## config.mk

```make
export PLATFORM = sky130hd
export DESIGN_NAME = tt_capture
export DESIGN_NICKNAME = d
export VERILOG_FILES = /design/src/rtl/tt_capture.sv
export SDC_FILE = /design/constraint.sdc
export NUM_CORES = 1
export LEC_CHECK = 0
export ABC_AREA = 1
export BUFFER_PORTS_ARGS = -buffer_cell sky130_fd_sc_hd__buf_2
export CAP_MARGIN = 20
export CORE_ASPECT_RATIO = 1.1
export CORE_MARGIN = 10
export CORE_UTILIZATION = 50
export CTS_CLUSTER_SIZE = 10
export DETAILED_ROUTE_END_ITERATION = 8
export GPL_TIMING_DRIVEN = 0
export PLACE_DENSITY = 0.74
export SETUP_SLACK_MARGIN = 0.1
export SYNTH_ARGS = -nofsm -noshare
export SYNTH_HDL_FRONTEND = slang
export SYNTH_SLANG_ARGS = --single-unit
export TNS_END_PERCENT = 5
```

## constraint.sdc

```tcl
create_clock -name clk -period 4.7 [get_ports clk]
set_input_delay 0.705 -clock clk [delete_from_list [all_inputs] [get_ports clk]]
set_output_delay 0.705 -clock clk [all_outputs]
set_load 0.1 [all_outputs]
```

## src/rtl/tt_capture.sv

```systemverilog
// tt_capture: steps a 3-input DUT through all 8 input vectors, waits SETTLE
// cycles per vector, captures the response as a truth table and compares it
// against a golden table.
module tt_capture #(
    parameter int unsigned SETTLE = 2
) (
    input  logic       clk,
    input  logic       rst,
    input  logic       start,
    input  logic       abort,
    input  logic       y_in,
    input  logic [7:0] expected,
    output logic [2:0] abc_out,
    output logic [7:0] tt_out,
    output logic       busy,
    output logic       done,
    output logic       pass,
    output logic [3:0] ones_cnt
);

    localparam int unsigned CNT_W = 4;
    localparam logic [CNT_W-1:0] RELOAD = CNT_W'(SETTLE - 1);

    typedef enum logic [1:0] {
        S_IDLE   = 2'd0,
        S_WAIT   = 2'd1,
        S_SAMPLE = 2'd2,
        S_DONE   = 2'd3
    } state_t;

    state_t           state;
    state_t           state_n;
    logic [CNT_W-1:0] cnt;
    logic             go;
    logic             capture;
    logic             quit;

    // State register
    always_ff @(posedge clk or posedge rst) begin
        if (rst) begin
            state <= S_IDLE;
        end else begin
            state <= state_n;
        end
    end

    // Next-state and per-cycle control strobes; abort beats a same-cycle capture
    always_comb begin
        state_n = state;
        go      = 1'b0;
        capture = 1'b0;
        quit    = 1'b0;
        case (state)
            S_IDLE: begin
                if (start) begin
                    state_n = S_WAIT;
                    go      = 1'b1;
                end
            end
            S_WAIT: begin
                if (abort) begin
                    state_n = S_IDLE;
                    quit    = 1'b1;
                end else if (cnt == '0) begin
                    state_n = S_SAMPLE;
                end
            end
            S_SAMPLE: begin
                if (abort) begin
                    state_n = S_IDLE;
                    quit    = 1'b1;
                end else begin
                    capture = 1'b1;
                    state_n = (abc_out == 3'd7) ? S_DONE : S_WAIT;
                end
            end
            S_DONE: begin
                state_n = S_IDLE;
            end
            default: begin
                state_n = S_IDLE;
            end
        endcase
    end

    // Datapath: vector stepping, settle counter, capture and verdict
    always_ff @(posedge clk or posedge rst) begin
        if (rst) begin
            abc_out  <= '0;
            tt_out   <= '0;
            ones_cnt <= '0;
            cnt      <= '0;
            busy     <= 1'b0;
            done     <= 1'b0;
            pass     <= 1'b0;
        end else begin
            busy <= (state_n == S_WAIT) || (state_n == S_SAMPLE);
            done <= (state_n == S_DONE);

            if (go) begin
                abc_out  <= '0;
                tt_out   <= '0;
                ones_cnt <= '0;
                pass     <= 1'b0;
                cnt      <= RELOAD;
            end

            if (state == S_WAIT && !abort && cnt != '0) begin
                cnt <= cnt - CNT_W'(1);
            end

            if (capture) begin
                tt_out[abc_out] <= y_in;
                if (y_in) begin
                    ones_cnt <= ones_cnt + 4'd1;
                end
                // last vector stays on the bus until the next scan
                if (abc_out != 3'd7) begin
                    abc_out <= abc_out + 3'd1;
                    cnt     <= RELOAD;
                end
            end

            if (quit) begin
                pass <= 1'b0;
            end

            if (state == S_DONE) begin
                pass <= (tt_out == expected);
            end
        end
    end

endmodule

```

# After elaboration in Yosys (flattened, before gate mapping)
# Cells that the tools add are included.
# word_totals
register_bits,24
mem_bits_ro,0
memories,0
latch_bits,0
ramBits,0
# op_classes
order_cmp,2
bitwise,0
n_mul,0
div_mod_pow,0
n_eq_ne,9
addsub,3
n_reduce_logical,10
shifts,0
muxes,30
# ops
op,count
2-to-1 mux 4 bit,7
2-to-1 mux 8 bit,2
2-to-1 mux 1 bit,10
2-to-1 mux 2 bit,5
2-to-1 mux 3 bit,3
bitwise mux 8 bit,1
"== test 2 bit, second input constant",4
== test 8 bit,1
case mux 2 bit (4 select lines),1
"adder 4 x 1 -> 4 bit, second input constant",1
"== test 2 x 1 -> 1 bit, second input constant",2
logical NOT 4 bit,1
"less-than comparator 3 x 4 -> 1 bit, second input constant",1
nonzero test 4 bit,1
"subtractor 4 x 1 -> 4 bit, second input constant",1
"adder 3 x 1 -> 3 bit, second input constant",1
demux 1 bit (select 3 bit),1
"== test 3 bit, second input constant",1
"greater-or-equal comparator 3 x 1 -> 1 bit, second input constant",1
logical AND 1 bit,3
"!= test 3 bit, second input constant",1
nonzero test 3 bit,1
logical NOT 2 bit,1
OR reduction 2 bit,1
2 further kinds,2

# Logic depth before layout (Yosys ltp)
# Gate-level depths: netlist (run 1).
# logic_depth
word_depth,6
ltp_mapped,10
ltp_nobuf,10

# Worst setup path after synthesis (run 1)
# OpenSTA, ideal clock, no wires.
# synth_path
path_kind,reg2reg
start,reg abc_out[0]
end,reg busy
arrival_time_ns,1.967
t_required_ns,4.574
stages_incl_launch_ff,8
period_less_slack_ns,2.093
path_slack_ns,2.607
n_path_buf,0
setup_ns,0.126
path_cell_list,dfrtp_1 ha_1 ha_1 inv_1 o21ai_0 nand2_1 nand2_1 ha_1
# synth_via
elab_chain_cells,6
word_cells_on_any_way,7
cone_classes,3 x eq/ne; 3 x mux; 1 x reduce/logical
# synth_lines
element,line_no,rtl
start: declaration,13,"output logic [2:0] abc_out,"
start signal: assignment,119,abc_out <= abc_out + 3'd1;
== test 3 bit (*),74,state_n = (abc_out == 3'd7) ? S_DONE : S_WAIT;
2-to-1 mux 2 bit (*),74,
2-to-1 mux 2 bit (*),69,if (abort) begin
case mux 2 bit (4 select lines) (*),53,case (state)
net state_n[1],32,state_t state_n;
== test 2 x 1 -> 1 bit / == test 2 bit (equally long branches),97,busy <= (state_n == S_WAIT) || (state_n == S_SAMPLE);
logical OR 1 bit (*),97,
end signal: assignment,97,
end: declaration,15,"output logic busy,"
# Mark *: on every way through the listed nets, which the timed path passes. The rest lies on a longest branch.
# A chain may end at the register's enable or synchronous reset.

# Final worst setup path (run 1)
# layout_path
start,reg abc_out[0]
end,out abc_out[0]
# No word-level cell between the ends.

==> results of run 1 <==
==> cells by family (layout without fill, tap and decap cells) <==
logic type | after synthesis | count (layout) | share of synthesized area
AOI/OAI and AO/OA | 23 | 23 | 0.08000
xor gates and xnor gates | 3 | 3 | 0.01826
adders and majority gates | 10 | 10 | 0.08696
buffers and inverters | 35 | 69 | 0.09217
DFF | 24 | 24 | 0.4174
and+or+nand+nor | 94 | 94 | 0.3052
==> how the worst max path moves through the flow <==
stage | from | cells after the start | slack, ns | to
after CTS | abc_out[0]$_DFF_PP0_ | 1 | 2.67 | abc_out[0]
after global placement | abort | 7 | 2.90 | busy$_DFF_PP0_
after global routing | abc_out[0]$_DFF_PP0_ | 1 | 2.61 | abc_out[0]
after floorplan | abc_out[0]$_DFF_PP0_ | 7 | 2.61 | busy$_DFF_PP0_
final | abc_out[0]$_DFF_PP0_ | 1 | 2.69 | abc_out[0]
after detailed placement | abort | 7 | 2.89 | busy$_DFF_PP0_
==> Yosys cell counts <==
cell type and n:
nor2_1 14, o21ai_1 1, nand3_1 20, a21oi_1 4, nor3_2 3, buf_2 1, ha_1 10, nor2_4 2
nand2_1 48, nor2_2 2, dfrtp_1 24, o21ai_0 18, xnor2_1 1, nand2_4 2, nand2_2 2, inv_1 34
nand4_1 1, xor2_1 2
==> per-stage QoR <==
stage               hold slack [ns]  instances    util  power (uW)  area, um^2
finish                       0.5224        256  0.6055       638.7        1667
global route                 0.5497        256  0.6055       693.5        1667
CTS                          0.5240        256  0.6055       648.0        1667
detailed placement           0.4891        252  0.5923       536.2        1630
global placement             0.4878        252  0.5923       531.3        1630
floorplan                    0.4743        189       -       478.4        1439
==> power groups by stage <==
stage	Clock (uW)	Combinational (uW)	Sequential [uW]
after floorplan	0	144	334
after global routing	120	309	264
final	109	271	259
after detailed placement	0	273	263
after CTS	114	275	259
after global placement	0	269	262
==> layer usage <==
| metal | share of wire | track usage |
|---|---|---|
| met1 | 0.46 | 0.1374 |
| met2 | 0.46 | 0.1908 |
| met3 | 0.066 | 0.03125 |
| met4 | 0.013 | 0.04070 |
| met5 | 0 | 0 |
==> area by class of cell <==
type | instances | area share
Tap cell | 33 | 0.02477
Inverter | 34 | 0.07658
Buffer | 1 | 0.003003
Timing Repair Buffer | 30 | 0.09009
Multi-Input combinational cell | 130 | 0.4234
Clock buffer | 4 | 0.02177
Sequential cell | 24 | 0.3604
==> sequential cells by signal, indices dropped and copies added, names as in the netlist <==
name / flops
tt_out: 8
abc_out: 3
busy: 1
pass: 1
ones_cnt: 4
cnt: 4
state: 2
done: 1
==> results.md, run 1 <==
- Die Ht: 76.27 um
- Status: finished clean
- Setup crit end kind: output pin
- Most frequent cells in the layout: nand2_1 (48), inv_1 (34), buf_2 (31)
- FP Rows: 20
- Max Fanout on Critical Path: 7
- Buffers on Ports: 30
- PD cells: 383.3 nW/um^2
- Worst slew pin tran: 0.9034 ns
- R2R Path End: busy$_DFF_PP0_
- CP Data Required Time: around 4.0 ns
- Final Max Tran Viols: 0
- Largest area contributor in the netlist: dfrtp_1
- CP peak stage delay: 0.50 ns
- Worst r2r src: state[1]$_DFF_PP0_
- F_max: 0.4968 GHz
- Leakage: 0.0009260 uW
- Syn nets: 212
- Worst path slowest cell: dfrtp_1
- Share of the synthesized area in the top cell type: 0.4174
- Vias per cell: 4.859
- Layout cells sized above 1: 0.2063
- Gr usage total: 0.1152
- Number of global-route vias before repair: 1237
- Routability cong.: 0.8250
- Final ANT Viol Nets: 0
- Avg Inst Size Synth: 7.613 um^2
- Starting Density: 0.5227
- Initial antenna violation count: 0
- Net Sw Power: 284.4 uW
- Clk pwr share: 0.171
- Post-DP HPWL: 2.402 mm
- Max-cap viol count: 0
- Final WL: about 3.0 mm
- Crit path cell chain: buf_2
- First-pass DRT Iterations: 4
- Worst Hold Path EP: cnt[0]$_DFF_PP0_
- Dpl ws: 2.887 ns
- CTS tree: built
- Reg2Reg Setup Slack: 3.00 ns
- Mapped Cells: approximately 190
- Antenna cells: 0
- FF+latch count, synth: 24
- CTS root buffer: clkbuf_4
- Wire per inst: ~12 um
- Setup ws final: approximately 2.7 ns
- Die ar.: 5426 um^2
- Worst min-delay path startpoint: cnt[0]$_DFF_PP0_
- Synth Cell Area: 1439 um^2
- Final Cycle Share: 0.4283
- Sequential Area: 600.6 um^2
- # Post-CTS Setup Buffers: 0
- HP Class: reg2reg
- Die width: 71.15 um
- Total CTS buffers: 3
- Setup skew after layout: around 0.0037 ns
- Synth cell types: 18
- Overflow after GRT: 0
- TNS Setup: 0 ns
- Reg clk slew, reported paths: 0.13 ns
- First-pass GRT wire length: 5.375 mm
- Max-slew headroom: 0.3970
- Clock sinks: 24
- R2R cell count: 9
- P_int: 354.4 uW
- Hold Crit Depth: 2
- Final Critical Period: 2.013 ns
- Filler cells: approximately 260
- Number of hold buffers added after cts: 0
- Switching power share of the total: 0.4452
- Multi-input gate area: between 700 and 800 um^2
- Area grow syn2layout: 15.83%
- RSZ-0062 raised after global routing: no
- Crit Path Category: reg2out
- Ys Warns: 0
- Nets: approximately 250
- Io pins: 31
- Initial DRC count: 55
- Part of the power in combinational logic: 0.424
- Seq/Total Area, Yosys: 0.4174
- Max VDD drop: 0.3352 mV
- CP delay by family, top: flip-flops
- Final Setup Violations: 0
- Critical Path AT: approximately 1.3 ns
- Buf/Inv on CP: 1
- Commonest non-fill, non-tap cell in the layout: nand2_1
- CP startpoint kind: flip-flop
- Clock buffer depth: 2
- Post-CTS sizing: 0
- Post-route DRC violation count: 0
- Seq pwr share: 0.405
- Core ar.: about 2800 um^2
- H-tree depth: 1
- Final hold vios: 0
- Largest net degree at the start of global routing: 25
- Routed vias: ~1200
- Synth area leaders: dfrtp_1 (42%), nand2_1 (13%), inv_1 (8.9%)
- Worst skew pair latency: 0.32 ns
No activity file was read; power rests on OpenSTA's default activity.
==> inputs of run 2 (changes only) <==
--- a/config.mk
+++ b/config.mk
@@ -5,7 +5,7 @@
 export SDC_FILE = /design/constraint.sdc
 export NUM_CORES = 1
 export LEC_CHECK = 0
-export ABC_AREA = 1
+export ABC_AREA = 0
 export BUFFER_PORTS_ARGS = -buffer_cell sky130_fd_sc_hd__buf_2
 export CAP_MARGIN = 20
 export CORE_ASPECT_RATIO = 1.1
@@ -14,7 +14,7 @@
 export CTS_CLUSTER_SIZE = 10
 export DETAILED_ROUTE_END_ITERATION = 8
 export GPL_TIMING_DRIVEN = 0
-export PLACE_DENSITY = 0.74
+export PLACE_DENSITY = 0.75
 export SETUP_SLACK_MARGIN = 0.1
 export SYNTH_ARGS = -nofsm -noshare
 export SYNTH_HDL_FRONTEND = slang
==> constraint.sdc (replaced) <==
create_clock -name clk -period 2 [get_ports clk]
set_input_delay 0.3 -clock clk [delete_from_list [all_inputs] [get_ports clk]]
set_output_delay 0.3 -clock clk [all_outputs]
set_load 0.1 [all_outputs]
==> run 2 against run 1 <==
Net effect: critical path depth rose by 5; area after synthesis decreased by 4.0%; count of clock-buffer cells in the layout is 1 lower; final cell count down 21%; sequential power grew to 2.7 times the previous value; sequential share of layout area up 0.65 points; hold slack worse by 0.37 ns; worst setup slack lost 2.6 ns; largest cell class unchanged.
==> results.md, run 2 <==
- Largest net degree at the start of global routing: 25
- FF+latch count, synth: 24
- CP Data Required Time: 2.22 ns
- Dpl cell area: 1568 um^2
- Most frequent cells in the layout: buf_2 (30), dfrtp_1 (22), nand2_1 (18)
- Overflow after GRT: 0
- Power Total: between 2000 and 2500 uW
- H-tree depth: 1
- Crit Path Category: reg2reg
- Routability cong.: 0.7969
- Number of global-route vias before repair: 1244
- Max VDD drop: just under 0.9 mV
- GR Util met1: 0.1481
- Post-route cell area: 1644 um^2
- Synth area leaders: dfrtp_1 (43%), ha_1 (9.1%), mux2i_1 (6.5%)
- Post-synthesis mux area share: 0.06522
- Compound-Gate Fraction of Synth Area: 0.1042
- Levels on crit path: 6
- Reg clk slew, reported paths: 0.15 ns
- Avg Inst Size Synth: 10.01 um^2
- Max-cap viol count: 0
- Most frequent CP cell: ha_1
- PD cells: ~1300 nW/um^2
- Final ANT Viol Nets: 0
- Sequential Area: 603.1 um^2
- Main combinational cell family by area after synthesis: simple AND/OR/NAND/NOR gates
- Starting Density: 0.5380
- First-pass GRT wire length: 5.630 mm
- Clk pwr share: 0.169
- Ys flop type: dfrtp_1
- Buffers on Ports: 29
- R2R cell count: 6
- Seq/Total Area, Yosys: 0.4348
- Cell with the most instances after synthesis: dfrtp_1
- Final WL: 3.278 mm
- Synth cell count leaders: dfrtp_1 (24), nand2_1 (18), nand3_1 (11)
- Clock buffer depth: 2
- Setup crit end kind: flip-flop
- Die Ht: about 75 um
- Global route hottest layer: met2
- Number of hold buffers added after cts: 0
- Worst path slowest cell: dfrtp_1
- Post-DP HPWL: around 2.5 mm
- Largest register FFs: 8
- Status: finished clean
- Final Cycle Share: 0.9322
- TNS Setup: 0 ns
- Seq pwr share: 0.326
- Max Fanout on Critical Path: 5
- Multi-input gate area: 747.0 um^2
- Largest area contributor in the netlist: dfrtp_1
- Die width: 70.12 um
- Post-synthesis adder-cell area fraction: 0.09058
- Total CTS buffers: 3
- CTS root buffer: clkbuf_4
- Met2 usage: 0.2216
- Syn nets: 161
- Top reg by flops: tt_out
- Fin cells: slightly above 200
- Initial DRC count: 31
- Largest regs: tt_out: 8 flops, cnt: 4 flops, ones_cnt: 4 flops
- Filler cells: 226
- CP peak stage delay: 0.46 ns
- Critical Path AT: 2.08 ns
- Setup skew after layout: roughly 0.017 ns
- Max-slew headroom: 0.3735
- CP delay by family, top: adder cells
- Worst skew pair latency: 0.33 ns
- Synth Cell Area: between 1000 and 1500 um^2
- Final Max Tran Viols: 0
- RSZ-0062 raised after global routing: yes
- Xor and xnor area share after synthesis: 0.05707
- Final Critical Period: roughly 1.9 ns
- Final hold vios: 0
- Layout cells sized above 1: 0.2573
- Post-route DRC violation count: 0
- Wire per inst: 16.23 um
- Die ar.: 5267 um^2
- Io pins: 31
- Buf/Inv on CP: 1
- Placed cell count: 198
- FP Rows: 19
- Mapped Cells: 138
- First-pass DRT Iterations: 4
- Antenna cells: 0
- Vias per cell: 5.629
- Part of the power in combinational logic: 0.505
- GR Util met3: 0.03154
- Post-synth EDFFs: 0
- Routed vias: 1137
- P_int: 1084 uW
- Commonest non-fill, non-tap cell in the layout: buf_2
- Clock sinks: 24
- Synth cell types: 32
- Switching power share of the total: 0.4944
- Net Sw Power: around 1100 uW
- Core ar.: around 2600 um^2
- CP startpoint kind: flip-flop
- Leakage: between 0.0008 and 0.0009 uW
- Final Setup Violations: 0
- Share of the synthesized area in the top cell type: 0.4348
- CTS tree: built
- Area grow syn2layout: 19.02%
- Nets: between 150 and 200
- Ys Warns: 0
- Crit path cell chain: inv_1 > ha_1 > nor2b_1 > nand2_1 > a31oi_1 > ha_1
- Ys async rst share: 1.000
- Worst slew pin tran: roughly 0.94 ns
- F_max: 0.5364 GHz
- Synth Area in Simple Gates: 0.2065
- Initial antenna violation count: 0
- Gr usage total: 0.1289
- HP Class: in2async
==> run 2: changes by cell type in the layout (fill, tap and decap cells not counted), sizes merged, moves of 5 or more <==
cell | previous run | this run
nand2 | 52 | 18
inv | 34 | 9
nor2 | 18 | 1
o21ai | 19 | 5
mux2i | 0 | 9
nand3 | 20 | 11
xnor2 | 1 | 8
nand3b | 0 | 5
nor3b | 0 | 5
==> run 2: layer usage <==
metal  vias to the layer above  share of wire
met5                         -              0
met4                         0          0.021
met3                         7          0.044
met2                        25           0.49
met1                       552           0.45
li1                        553              -
==> run 2: kinds of logic (layout without fill, tap and decap cells) <==
| group | count (synthesis) | after routing |
|---|---|---|
| adder cells (fa/ha/maj) | 10 | 10 |
| AND/OR/NAND/NOR | 50 | 50 |
| AO/OA/AOI/OAI | 22 | 22 |
| flip-flops | 24 | 24 |
| XOR/XNOR | 9 | 9 |
| buffers and inverters | 14 | 47 |
| multiplexers | 9 | 9 |
==> run 2: worst paths after layout <==
kind,end,slack [ns],from
worst min register to register,ones_cnt[2]$_DFF_PP0_,0.52,ones_cnt[2]$_DFF_PP0_
min in group clk,ones_cnt[2]$_DFF_PP0_,0.24,y_in
max in group asynchronous,abc_out[0]$_DFF_PP0_,1.22,rst
worst max register to register,busy$_DFF_PP0_,0.14,state[0]$_DFF_PP0_
worst max-delay path,busy$_DFF_PP0_,0.14,state[0]$_DFF_PP0_
worst min-delay path,ones_cnt[2]$_DFF_PP0_,0.15,rst
==> run 2: layout make-up <==
type,instances,share of cell area
tap,31,0.02359
clock buffer,3,0.01370
inverter,9,0.02055
multi-input combinational,100,0.4543
timing repair buffer,29,0.08828
buffer,5,0.01446
sequential,24,0.3668
clock inverter,1,0.01826
==> run 2: worst reg2reg max path, delay by kind of cell (launching register included) <==
family,cells,cell delay [ns]
AND/OR/NAND/NOR,2,0.42
flip-flops,1,0.46
buffers and inverters,1,0.17
adder cells (fa/ha/maj),2,0.50
AO/OA/AOI/OAI,1,0.22
==> run 2: power groups by stage <==
stage / clock network (uW) / logic (uW) / registers [uW]
after detailed placement: 0 / 1060 / 703
final: 362 / 1080 / 699
after global placement: 0 / 1030 / 696
after global routing: 383 / 1180 / 718
after CTS: 366 / 1060 / 692
after floorplan: 0 / 438 / 1100
==> run 2: timing repair <==
| item | CTS | global route |
|---|---|---|
| gates resized for setup | 0 | 5 |
| buffers inserted | 0 | 0 |
| setup endpoints to repair | 0 | 5 |
==> run 2: metrics by stage <==
step / hold slack, ns / setup slack [ns] / util
after global placement: 0.4841 / 0.1628 / 0.6106
after detailed placement: 0.5084 / 0.1325 / 0.6106
final: 0.1487 / 0.1357 / 0.6404
after CTS: 0.1789 / 0.1128 / 0.6311
after global routing: 0.2100 / -0.001562 / 0.6404
after floorplan: 0.3145 / 0.1581 / -
==> inputs of run 3 (changes only) <==
==> constraint.sdc (replaced) <==
create_clock -name clk -period 2 [get_ports clk]
set_input_delay 0.3 -clock clk [delete_from_list [all_inputs] [get_ports clk]]
set_output_delay 0.3 -clock clk [all_outputs]
set_load 0.01 [all_outputs]
==> run 3 against run 2 <==
Net effect: critical path depth stayed put; die area stayed put; critical path type unchanged; register-to-register slack hardly changed; critical endpoint unchanged; sequential share of layout area up 0.21 points; first-iteration DRC count up 52%.
==> results.md, run 3 (synthesized netlist as in run 2, its figures left out) <==
- Reg clk slew, reported paths: approximately 0.14 ns
- Fin cells: around 200
- Routability cong.: 0.8010
- CP startpoint: cnt[0]$_DFF_PP0_
- CP peak stage delay: 0.43 ns
- FP Rows: 19
- Final Max Tran Viols: 0
- CTS root buffer: clkbuf_4
- Worst skew pair latency: approximately 0.31 ns
- CP startpoint kind: flip-flop
- Wire per inst: 15.84 um
- Net Sw Power: 648.1 uW
- Max-slew headroom: 0.3765
- Post-route cell area: 1628 um^2
- Layout Utilization: 0.6340
- Clock sinks: 24
- Critical Path AT: 2.07 ns
- Die ar.: 5267 um^2
- Crit path cell chain: inv_1 > ha_1 > or3b_1 > a311oi_2 > a31oi_1 > ha_1
- Total CTS buffers: 3
- Reg2Reg Setup Slack: ~0.14 ns
- Largest net degree at the start of global routing: 25
- Worst path slowest cell: dfrtp_1
- Placed cell count: 198
- PD cells: ~1000 nW/um^2
- Overflow after GRT: 0
- Core ar.: 2567 um^2
- Setup crit end kind: flip-flop
- Max Fanout on Critical Path: 3
- Seq pwr share: 0.427
- Worst slew pin tran: 0.9342 ns
- Largest register FFs: 8
- Die width: 70.12 um
- Top reg by flops: tt_out
- Worst setup path end: busy$_DFF_PP0_
- Commonest non-fill, non-tap cell in the layout: buf_2
- Final WL: 3.200 mm
- Most frequent cells in the layout: buf_2 (30), dfrtp_1 (24), nand2_1 (18)
- Routed vias: 1125
- Gr usage total: 0.1220
- Final hold vios: 0
- Final ANT Viol Nets: 0
- Post-route DRC violation count: 0
- Nets: 195
- CP Data Required Time: between 2 and 2.5 ns
- Post-DP HPWL: 2.475 mm
- Dpl cell area: 1565 um^2
- TNS Setup: 0 ns
- Layout cells sized above 1: 0.2515
- CTS tree: built
- F_max: 0.5373 GHz
- Final Critical Period: 1.861 ns
- Setup skew after layout: ~0.0049 ns
- P_int: 987.3 uW
- Clock buffer depth: 2
- Die Ht: roughly 75 um
- Buffers on Ports: 29
- RSZ-0062 raised after global routing: yes
- Part of the power in combinational logic: 0.414
- Final Setup Violations: 0
- R2R Path End: busy$_DFF_PP0_
- Area grow syn2layout: 17.84%
- First-pass DRT Iterations: 4
- First-pass GRT wire length: 5.409 mm
- Number of global-route vias before repair: 1184
- Clk pwr share: 0.159
- Final Cycle Share: 0.9306
- Status: finished clean
- Number of hold buffers added after cts: 0
- Switching power share of the total: 0.3963
- Max-cap viol count: 0
- Vias per cell: 5.569
- Initial antenna violation count: 0
- # Post-CTS Setup Buffers: 0
- Crit Path Category: reg2reg
- Starting Density: 0.5380
- Leakage: roughly 0.0008 uW
- HP Class: in2async
- H-tree depth: 1
- Initial DRC count: 47
- Antenna cells: 0
- Io pins: 31
- Most frequent CP cell: ha_1
- R2R cell count: 6
- Largest regs: tt_out: 8 flops, cnt: 4 flops, ones_cnt: 4 flops
- Max VDD drop: 0.6675 mV
- Worst r2r src: cnt[0]$_DFF_PP0_
==> run 3: cell count changes in the layout (fill, tap and decap cells not counted), sizes merged <==
cell / change
clkbuf: +1
bufinv: -1
==> run 3: critical path, delay by kind of cell (launching register included) <==
family | cells | cell delay, ns
buffers and inverters | 1 | 0.09
flip-flops | 1 | 0.43
AO/OA/AOI/OAI | 2 | 0.41
AND/OR/NAND/NOR | 1 | 0.40
adder cells (fa/ha/maj) | 2 | 0.46
==> run 3: how the worst min path moves through the flow <==
| stage | cells after the start | startpoint | to | slack, ns |
|---|---|---|---|---|
| 2_1_floorplan | 1 | rst | abc_out[0]$_DFF_PP0_ | 0.31 |
| 3_3_place_gp | 1 | ones_cnt[2]$_DFF_PP0_ | ones_cnt[2]$_DFF_PP0_ | 0.49 |
| 3_5_place_dp | 1 | ones_cnt[2]$_DFF_PP0_ | ones_cnt[2]$_DFF_PP0_ | 0.53 |
| 4_1_cts | 2 | rst | done$_DFF_PP0_ | 0.21 |
| 5_1_grt | 2 | rst | ones_cnt[0]$_DFF_PP0_ | 0.23 |
| 6_report | 2 | rst | ones_cnt[0]$_DFF_PP0_ | 0.17 |
==> run 3: power groups by stage <==
stage / Combinational (uW) / Clock [uW] / Sequential, uW
6_report: 677 / 259 / 699
5_1_grt: 764 / 294 / 712
4_1_cts: 680 / 263 / 694
3_5_place_dp: 660 / 0 / 699
3_3_place_gp: 623 / 0 / 692
2_1_floorplan: 437 / 0 / 709
==> run 3: per-stage QoR <==
| stage | power (uW) | setup slack [ns] | hold slack [ns] |
|---|---|---|---|
| 2_1_floorplan | 1146 | 0.2875 | 0.3146 |
| 4_1_cts | 1637 | 0.1299 | 0.2071 |
| 3_5_place_dp | 1358 | 0.1049 | 0.5271 |
| 6_report | 1635 | 0.1389 | 0.1747 |
| 5_1_grt | 1770 | 0.04913 | 0.2260 |
| 3_3_place_gp | 1315 | 0.1594 | 0.4871 |
==> run 3: final cells by class <==
cell class,count,area [um^2]
buffer,5,23.77
sequential,24,600.6
clock buffer,4,36.28
multi-input combinational,100,749.5
inverter,9,33.78
fill,220,939.7
timing repair buffer,29,145.1
tap,31,38.79
==> run 3: metal layers <==
layer / part of all wire / track usage / vias to the layer above
li1: - / - / 552
met1: 0.43 / 0.1372 / 557
met2: 0.52 / 0.2125 / 14
met3: 0.045 / 0.04336 / 2
met4: 0.0044 / 0.04167 / 0
met5: 0 / 0 / -
==> run 3: repair_timing <==
item / 4_1_cts / 5_1_grt
setup endpoints to repair: 1 / 5
resized for setup: 4 / 2
cloned: 0 / 0
